## src/rtl/vga_rect_fill.sv

```systemverilog
// vga_rect_fill: bus-programmed rectangle fill emitting one {colour,y,x} frame-buffer write per clock
module vga_rect_fill #(
  parameter int DISPLAY_WIDTH  = 800,
  parameter int DISPLAY_HEIGHT = 600
) (
  input  logic        clk,
  input  logic        rst,
  input  logic [3:0]  bus_addr,
  input  logic [31:0] bus_wdata,
  input  logic        bus_we,
  input  logic        bus_re,
  output logic [31:0] bus_rdata,
  input  logic        frame_trig,
  output logic [31:0] pix_wdata,
  output logic        pix_we,
  output logic        busy,
  output logic        done_irq
);
  typedef enum logic [1:0] {IDLE, ARM, FILL} state_t;
  localparam logic [10:0] XW = 11'(DISPLAY_WIDTH);
  localparam logic [10:0] YH = 11'(DISPLAY_HEIGHT);
  state_t state;
  logic [9:0] x0, y0, w, h;
  logic [11:0] colour;
  logic [10:0] cur_x, cur_y, x_end, y_end;
  logic done, ctrl_wr, go, abort, unused_bits;
  logic [31:0] rd_mux;
  assign unused_bits = ^bus_wdata[31:20];
  assign ctrl_wr = bus_we && bus_addr == 4'hC;
  assign abort = ctrl_wr && bus_wdata[2];
  assign go = ctrl_wr && bus_wdata[0] && !bus_wdata[2];
  assign x_end = {1'b0, x0} + {1'b0, w} - 11'd1;
  assign y_end = {1'b0, y0} + {1'b0, h} - 11'd1;
  assign busy = state != IDLE;
  assign pix_we = state == FILL && cur_x < XW && cur_y < YH;
  assign pix_wdata = {colour, cur_y[9:0], cur_x[9:0]};
  always_comb
    rd_mux = bus_addr == 4'h0 ? {12'b0, y0, x0} :
             bus_addr == 4'h4 ? {12'b0, h, w} :
             bus_addr == 4'h8 ? {20'b0, colour} :
             bus_addr == 4'hC ? {30'b0, done, busy} : 32'b0;
  always_ff @(posedge clk or negedge rst) begin
    if (!rst) begin
      state <= IDLE;
      {x0, y0, w, h, colour} <= '0;
      cur_x <= '0;
      cur_y <= '0;
      done <= 1'b0;
      done_irq <= 1'b0;
      bus_rdata <= '0;
    end else begin
      done_irq <= 1'b0;
      if (bus_re) bus_rdata <= rd_mux;
      if (bus_we && !busy && bus_addr == 4'h0) {y0, x0} <= bus_wdata[19:0];
      if (bus_we && !busy && bus_addr == 4'h4) {h, w} <= bus_wdata[19:0];
      if (bus_we && !busy && bus_addr == 4'h8) colour <= bus_wdata[11:0];
      if (abort) state <= IDLE;
      else if (state == IDLE && go) begin
        cur_x <= {1'b0, x0};
        cur_y <= {1'b0, y0};
        done <= w == 0 || h == 0;
        done_irq <= w == 0 || h == 0;
        state <= (w == 0 || h == 0) ? IDLE : bus_wdata[1] ? ARM : FILL;
      end else if (state == ARM && frame_trig) state <= FILL;
      else if (state == FILL) begin
        cur_x <= cur_x == x_end ? {1'b0, x0} : cur_x + 11'd1;
        if (cur_x == x_end) cur_y <= cur_y + 11'd1;
        if (cur_x == x_end && cur_y == y_end) begin
          state <= IDLE;
          done <= 1'b1;
          done_irq <= 1'b1;
        end
      end
    end
  end
endmodule

```

## config.mk

```make
export PLATFORM = sky130hd
export DESIGN_NAME = vga_rect_fill
export DESIGN_NICKNAME = d
export VERILOG_FILES = /design/src/rtl/vga_rect_fill.sv
export SDC_FILE = /design/constraint.sdc
export NUM_CORES = 1
export LEC_CHECK = 0
export ABC_AREA = 1
export BUFFER_PORTS_ARGS = -buffer_cell sky130_fd_sc_hd__buf_2
export CORE_UTILIZATION = 40
export CTS_CLUSTER_SIZE = 40
export DETAILED_ROUTE_END_ITERATION = 8
export MAX_ROUTING_LAYER = met4
export SLEW_MARGIN = 20
export SYNTH_ARGS = -nofsm -noshare
export SYNTH_HDL_FRONTEND = slang
export SYNTH_SLANG_ARGS = --single-unit
```

## constraint.sdc

```tcl
create_clock -name clk -period 3.45 [get_ports clk]
set_input_delay 0.69 -clock clk [delete_from_list [all_inputs] [get_ports clk]]
set_output_delay 0.69 -clock clk [all_outputs]
set_load 0.02 [all_outputs]
```

==> impl_metrics.ini, run 1 <==
[worst_setup_path]
path_class = reg2reg
path_common_cell = nand2_1
cp_num_buf_inv = 4
cp.depth = 20
crit_fanout = 12
critical_path.startpoint_type = register
required_ps = 3690
cpMaxStageDelayCell = fa_1
crit_path_max_incr_delay_ps = 470
setup.worst_path.end_class = register
reg2reg_depth = 20
crit_path_cell_trace = inv_1 > ha_1 > inv_1 > ha_1 > fa_1 > inv_1 > nand2_1 > nand2_1 > nand3_1 > nor2_1 > nand2_1 > nor2_2 > nand2_1 > nor2_2 > nand2_2 > nand2_1 > buf_4 > nand2_1 > nand3_1 > nand2_1
arrival_ps = 3300
path_delay_family = simple AND/OR/NAND/NOR gates

[place]
gp_congestion = 0.844
dp_cells = 1239
placed_cell_area_sq_mm = 0.00731
hpwl_microns = 13100
post-place-ws_ps = 315
io_buffers = 83

[global_route]
grt_pass1_vias = 5458
grt_pass1_wl_microns = 28500
grt_antenna_before_repair = 0
grt_overflow = 0
grt_max_degree = 66
grt_usage_pct = 21.2

[power_and_ir_drop]
power.total_mw = 7.45
power.density_mw_per_mm2 = 979
p_leak_nw = 4.23
vdd_drop_max_uv = 326

[cts]
ctsHoldBuffers = 0
htree_levels = 3
root_buffer = clkbuf_16
clkTransAtPathRegs_ps = 70
clock_path_buffers = 2
clk_latency_ps = 350
post-cts-setup-buffers = 0
cts_buffers = 9
cts_tree = yes
postCtsResizedCells = 0
clock-sinks = 98

[logic_synthesis]
synth_top_area_share_pct = 35.8
netlist.top_cell.by_area = dfrtp_1
yosys.area_share.simple_pct = 25.6
synth_adder_area_share_pct = 7.89
yosysWarnings = 0
synthMuxAreaShare_pct = 1.46
synth_compound_area_share_pct = 9.30
synth_top_family_by_area = simple AND/OR/NAND/NOR gates
ys_ff_latch = 98
synth_cell_types = 34
synthXorXnorAreaFrac_pct = 4.22
syn_avg_cell_area_sq_um = 7.03
synthCells = 975
seq_area_frac_synth_pct = 35.8
syn_area_sq_mm = 0.00685
synth.area.top_cells = dfrtp_1, nand2_1, inv_1

[drt]
drcViolationCount = 0
dr.pass1.iters = 5
wirelength_microns = 17200
wire_per_inst_microns = 13.8
ant_nets = 0
drtIter0Drc = 408
vias_per_cell = 4.71
vias = 5896

[flow_run]
drv_cap = 0

[timing]
finalSetupViolCount = 0
tightest_slew_ps = 857
period_minus_slack_ps = 3060
clock.fmax_mhz = 327
tns_ps = 0
slew_viol_final = 0
relSlewSlack_pct = 42.9
rsz0062_at_grt = false
period_share_pct = 88.6
timing.hold.ws_ps = 444
hold_violations = 0
fin_ws_ps = 393
finalClockSkew_ps = 7.46

[floorplan]
die_h_microns = 133
ios = 108
rows = 47
fp.dieW_microns = 133
coreArea_sq_mm = 0.0166
initial_core_util_pct = 41.2
die_area_sq_mm = 0.0177

[final_layout]
layout_commonest_cell = nand2_1
fillCellCount = 1727
drive_gt1_share_pct = 11.3
num_antenna_cells = 0
fin_area_sq_mm = 0.00761
area_delta_synth_final_pct = 11.0
layout.cells.non_filler = 1253
final_cell_mix = nand2_1, inv_1, dfrtp_1, o21ai_0, buf_2
fin_util_pct = 45.7
nets = 1114

[hold_path]
hold_class = in2async

[outcome]
run_status = finished clean
[final timing paths]
path,from,slack [ps],end
max,x0[1]$_DFFE_PN0P_,390,cur_x[5]$_DFFE_PN0P_
min,rst,440,bus_rdata[6]$_DFFE_PN0P_
max reg2reg,x0[1]$_DFFE_PN0P_,390,cur_x[5]$_DFFE_PN0P_
min reg2reg,w[9]$_DFFE_PN0P_,490,w[9]$_DFFE_PN0P_
max in group asynchronous,rst,2330,cur_y[8]$_DFFE_PN0P_
min in group clk,w[9]$_DFFE_PN0P_,490,w[9]$_DFFE_PN0P_
[final cells by class]
type | count | area [sq um] | share of cell area [%]
Inverter | 189 | 709 | 9.32
Timing Repair Buffer | 94 | 526 | 6.91
Multi-Input combinational cell | 639 | 3370 | 44.3
Tap cell | 220 | 275 | 3.62
Sequential cell | 98 | 2450 | 32.2
Clock inverter | 4 | 53.8 | 0.707
Clock buffer | 9 | 225 | 2.96
[flip-flops by register name (all words and copies together) (netlist names)]
register / cells
bus_rdata: 20
colour: 12
cur_x: 11
cur_y: 11
done: 1
done_irq: 1
h: 10
state: 2
w: 10
x0: 10
y0: 10
[per-layer routing]
metal  track usage (%)  vias up  share of wire, %
met5                 -        -                 0
met4              6.07        0               1.0
met3              3.10        9               4.6
met2              29.9      146                42
met1              31.2     2658                52
li1                  -     3083                 -
[synth_stat cells]
library cell  instances
ha_1                 40
xnor2_1              15
a31oi_1               8
a32oi_1               1
a21oi_1              17
buf_4                33
dfrtp_1              98
mux2i_1              10
o21ai_0              88
buf_1                 1
or2_2                 1
xor2_1               18
nor3_2                1
clkbuf_1             19
nand3_1              65
nor4_1                2
buf_6                 1
nand2_1             271
nand3b_1              4
a21oi_4               1
o21ai_1               2
nand4_1              10
o221ai_1              2
nand2_2               4
inv_1               189
nor3_1                6
nand4_2               1
buf_2                 6
and3_1                2
fa_1                  2
nor2_1               53
o31a_1                1
nor2_2                2
conb_1                1
[logic make-up after synthesis]
group / Yosys count
AOI/OAI and AO/OA: 120
xor gates and xnor gates: 33
adders and majority gates: 42
buffers and inverters: 249
DFF: 98
muxes: 10
other: 1
and+or+nand+nor: 422
[power breakdown]
part,internal (mW),switching [mW]
sequential,1.49,0.351
combinational,1.72,2.89
clock,0.553,0.455
total,3.76,3.69
Note: power is estimated with default switching activity, not from simulation.
==> run 2, diff against run 1 <==
--- a/config.mk
+++ b/config.mk
@@ -7,10 +7,12 @@
 export LEC_CHECK = 0
 export ABC_AREA = 1
 export BUFFER_PORTS_ARGS = -buffer_cell sky130_fd_sc_hd__buf_2
+export CORE_ASPECT_RATIO = 0.7
 export CORE_UTILIZATION = 40
 export CTS_CLUSTER_SIZE = 40
 export DETAILED_ROUTE_END_ITERATION = 8
 export MAX_ROUTING_LAYER = met4
+export REMOVE_ABC_BUFFERS = 1
 export SLEW_MARGIN = 20
 export SYNTH_ARGS = -nofsm -noshare
 export SYNTH_HDL_FRONTEND = slang
==> impl_metrics.ini, run 2 (same netlist as run 1, synthesis figures left out) <==
[outcome]
run_status = finished clean

[flow_run]
drv_cap = 0

[final_layout]
area_delta_synth_final_pct = 11.4
fin_util_pct = 46.1
fillCellCount = 1713
num_antenna_cells = 0
max_flop_register = bus_rdata
drive_gt1_share_pct = 11.6
largest_reg_flops = 20
final_cell_mix = nand2_1, inv_1, dfrtp_1, o21ai_0, buf_2
nets = 1114
layout.cells.non_filler = 1261
layout_commonest_cell = nand2_1
top_regs = bus_rdata x20, colour x12

[power_and_ir_drop]
power.total_mw = 7.57
p_leak_nw = 4.24
vdd_drop_max_uv = 324
p_sw_share_pct = 50.8
power_switching_mw = 3.84
seq_power_share_pct = 24.5
clock_power_share_pct = 13.6
p_int_mw = 3.72
combPwrFrac_pct = 62.0
power.density_mw_per_mm2 = 991

[floorplan]
fp.dieW_microns = 158
die_h_microns = 112
die_area_sq_mm = 0.0177
coreArea_sq_mm = 0.0165
initial_core_util_pct = 41.4
rows = 39
ios = 108

[drt]
drtIter0Drc = 468
drcViolationCount = 0
dr.pass1.iters = 5
wire_per_inst_microns = 14.6
ant_nets = 0
vias_per_cell = 4.73
vias = 5968
wirelength_microns = 18400

[place]
hpwl_microns = 14200
gp_congestion = 0.919
dp_cells = 1244
io_buffers = 83

[worst_setup_path]
crit_fanout = 12
required_ps = 3690
r2r_end = cur_y[7]$_DFFE_PN0P_
arrival_ps = 3280
r2r-start = x0[1]$_DFFE_PN0P_
critical_path.startpoint_type = register
reg2reg_depth = 19
r2r_slack_ps = 400
path_class = reg2reg
setup.worst_path.end_class = register

[cts]
ctsHoldBuffers = 0
clkTransAtPathRegs_ps = 80
root_buffer = clkbuf_16
clock_path_buffers = 2
cts_buffers = 9
clock-sinks = 98
cts_tree = yes
htree_levels = 3
clk_latency_ps = 360

[global_route]
grt_max_degree = 51
grt_antenna_before_repair = 0
grt_overflow = 0
grt_usage_pct = 22.9
grt_pass1_vias = 5401
grt_pass1_wl_microns = 29800

[timing]
period_minus_slack_ps = 3050
tightest_slew_ps = 746
tns_ps = 0
timing.hold.ws_ps = 342
hold_violations = 0
rsz0062_at_grt = false
finalClockSkew_ps = 12.4
clock.fmax_mhz = 328
period_share_pct = 88.4
slew_viol_final = 0
finalSetupViolCount = 0
relSlewSlack_pct = 50.1

[hold_path]
hold_class = in2async
run 2: cell count changes in the layout (fill, tap and decap cells not counted), sizes merged:
cell,previous run,this run
inv,190,192
clkinv,0,2
bufinv,1,0
run 2: repair_timing:
action,in CTS,in global routing
setup buffers,0,1
gates resized for setup,0,0
setup endpoints to repair,0,5
run 2: worst max-delay path by stage:
stage                       from                   end  cells after the start
4_1_cts        x0[1]$_DFFE_PN0P_  cur_y[4]$_DFFE_PN0P_                     17
3_3_place_gp   x0[1]$_DFFE_PN0P_  cur_y[3]$_DFFE_PN0P_                     17
5_1_grt        x0[1]$_DFFE_PN0P_  cur_y[7]$_DFFE_PN0P_                     19
2_1_floorplan        bus_addr[1]     x0[0]$_DFFE_PN0P_                      7
3_5_place_dp   x0[1]$_DFFE_PN0P_  cur_y[4]$_DFFE_PN0P_                     17
6_report       x0[1]$_DFFE_PN0P_  cur_y[7]$_DFFE_PN0P_                     19
run 2: per-stage QoR:
stage / instance area, sq um / setup slack, ps
2_1_floorplan: 6530 / 655
3_5_place_dp: 7320 / 290
4_1_cts: 7610 / 272
5_1_grt: 7630 / 44.7
3_3_place_gp: 7320 / 324
6_report: 7630 / 401
run 2: cell type report:
type / count / area (sq um) / share of cell area, %
clock buffers: 9 / 225 / 2.95
clock inverters: 7 / 70.1 / 0.918
inverters: 189 / 709 / 9.30
multi-input cells: 639 / 3370 / 44.1
flip-flops and latches: 98 / 2450 / 32.1
well taps: 225 / 282 / 3.69
repair buffers: 94 / 526 / 6.89
run 2: power by group through the flow:
stage	clock network [mW]	logic [mW]	registers [mW]
detailed placement	0	4.64	1.87
CTS	1.05	4.66	1.85
global route	1.09	5.44	1.91
floorplan	0	3.39	1.93
finish	1.03	4.69	1.85
global placement	0	4.58	1.86
run 2: layer usage:
| metal | global-route usage [%] | vias up | wire length, microns |
|---|---|---|---|
| met5 | - | - | 0 |
| met4 | 4.68 | 0 | 191 |
| li1 | - | 3093 | - |
| met2 | 27.6 | 154 | 6650 |
| met3 | 3.46 | 14 | 884 |
| met1 | 38.4 | 2707 | 10600 |
run 2: critical path, stage by stage (launching register included):
cell and delay, ps:
dfrtp_1 390, inv_1 90, ha_1 270, inv_1 40, ha_1 240, fa_1 420, nand2_2 110, nand2_1 100
nand3_1 100, nand2_1 60, nand2_1 50, nand2_1 40, nor2_1 140, nand2_1 90, nor2_2 90, nand2_2 180
nand2_1 140, nand2_1 190, nand2_1 110, o21ai_0 80
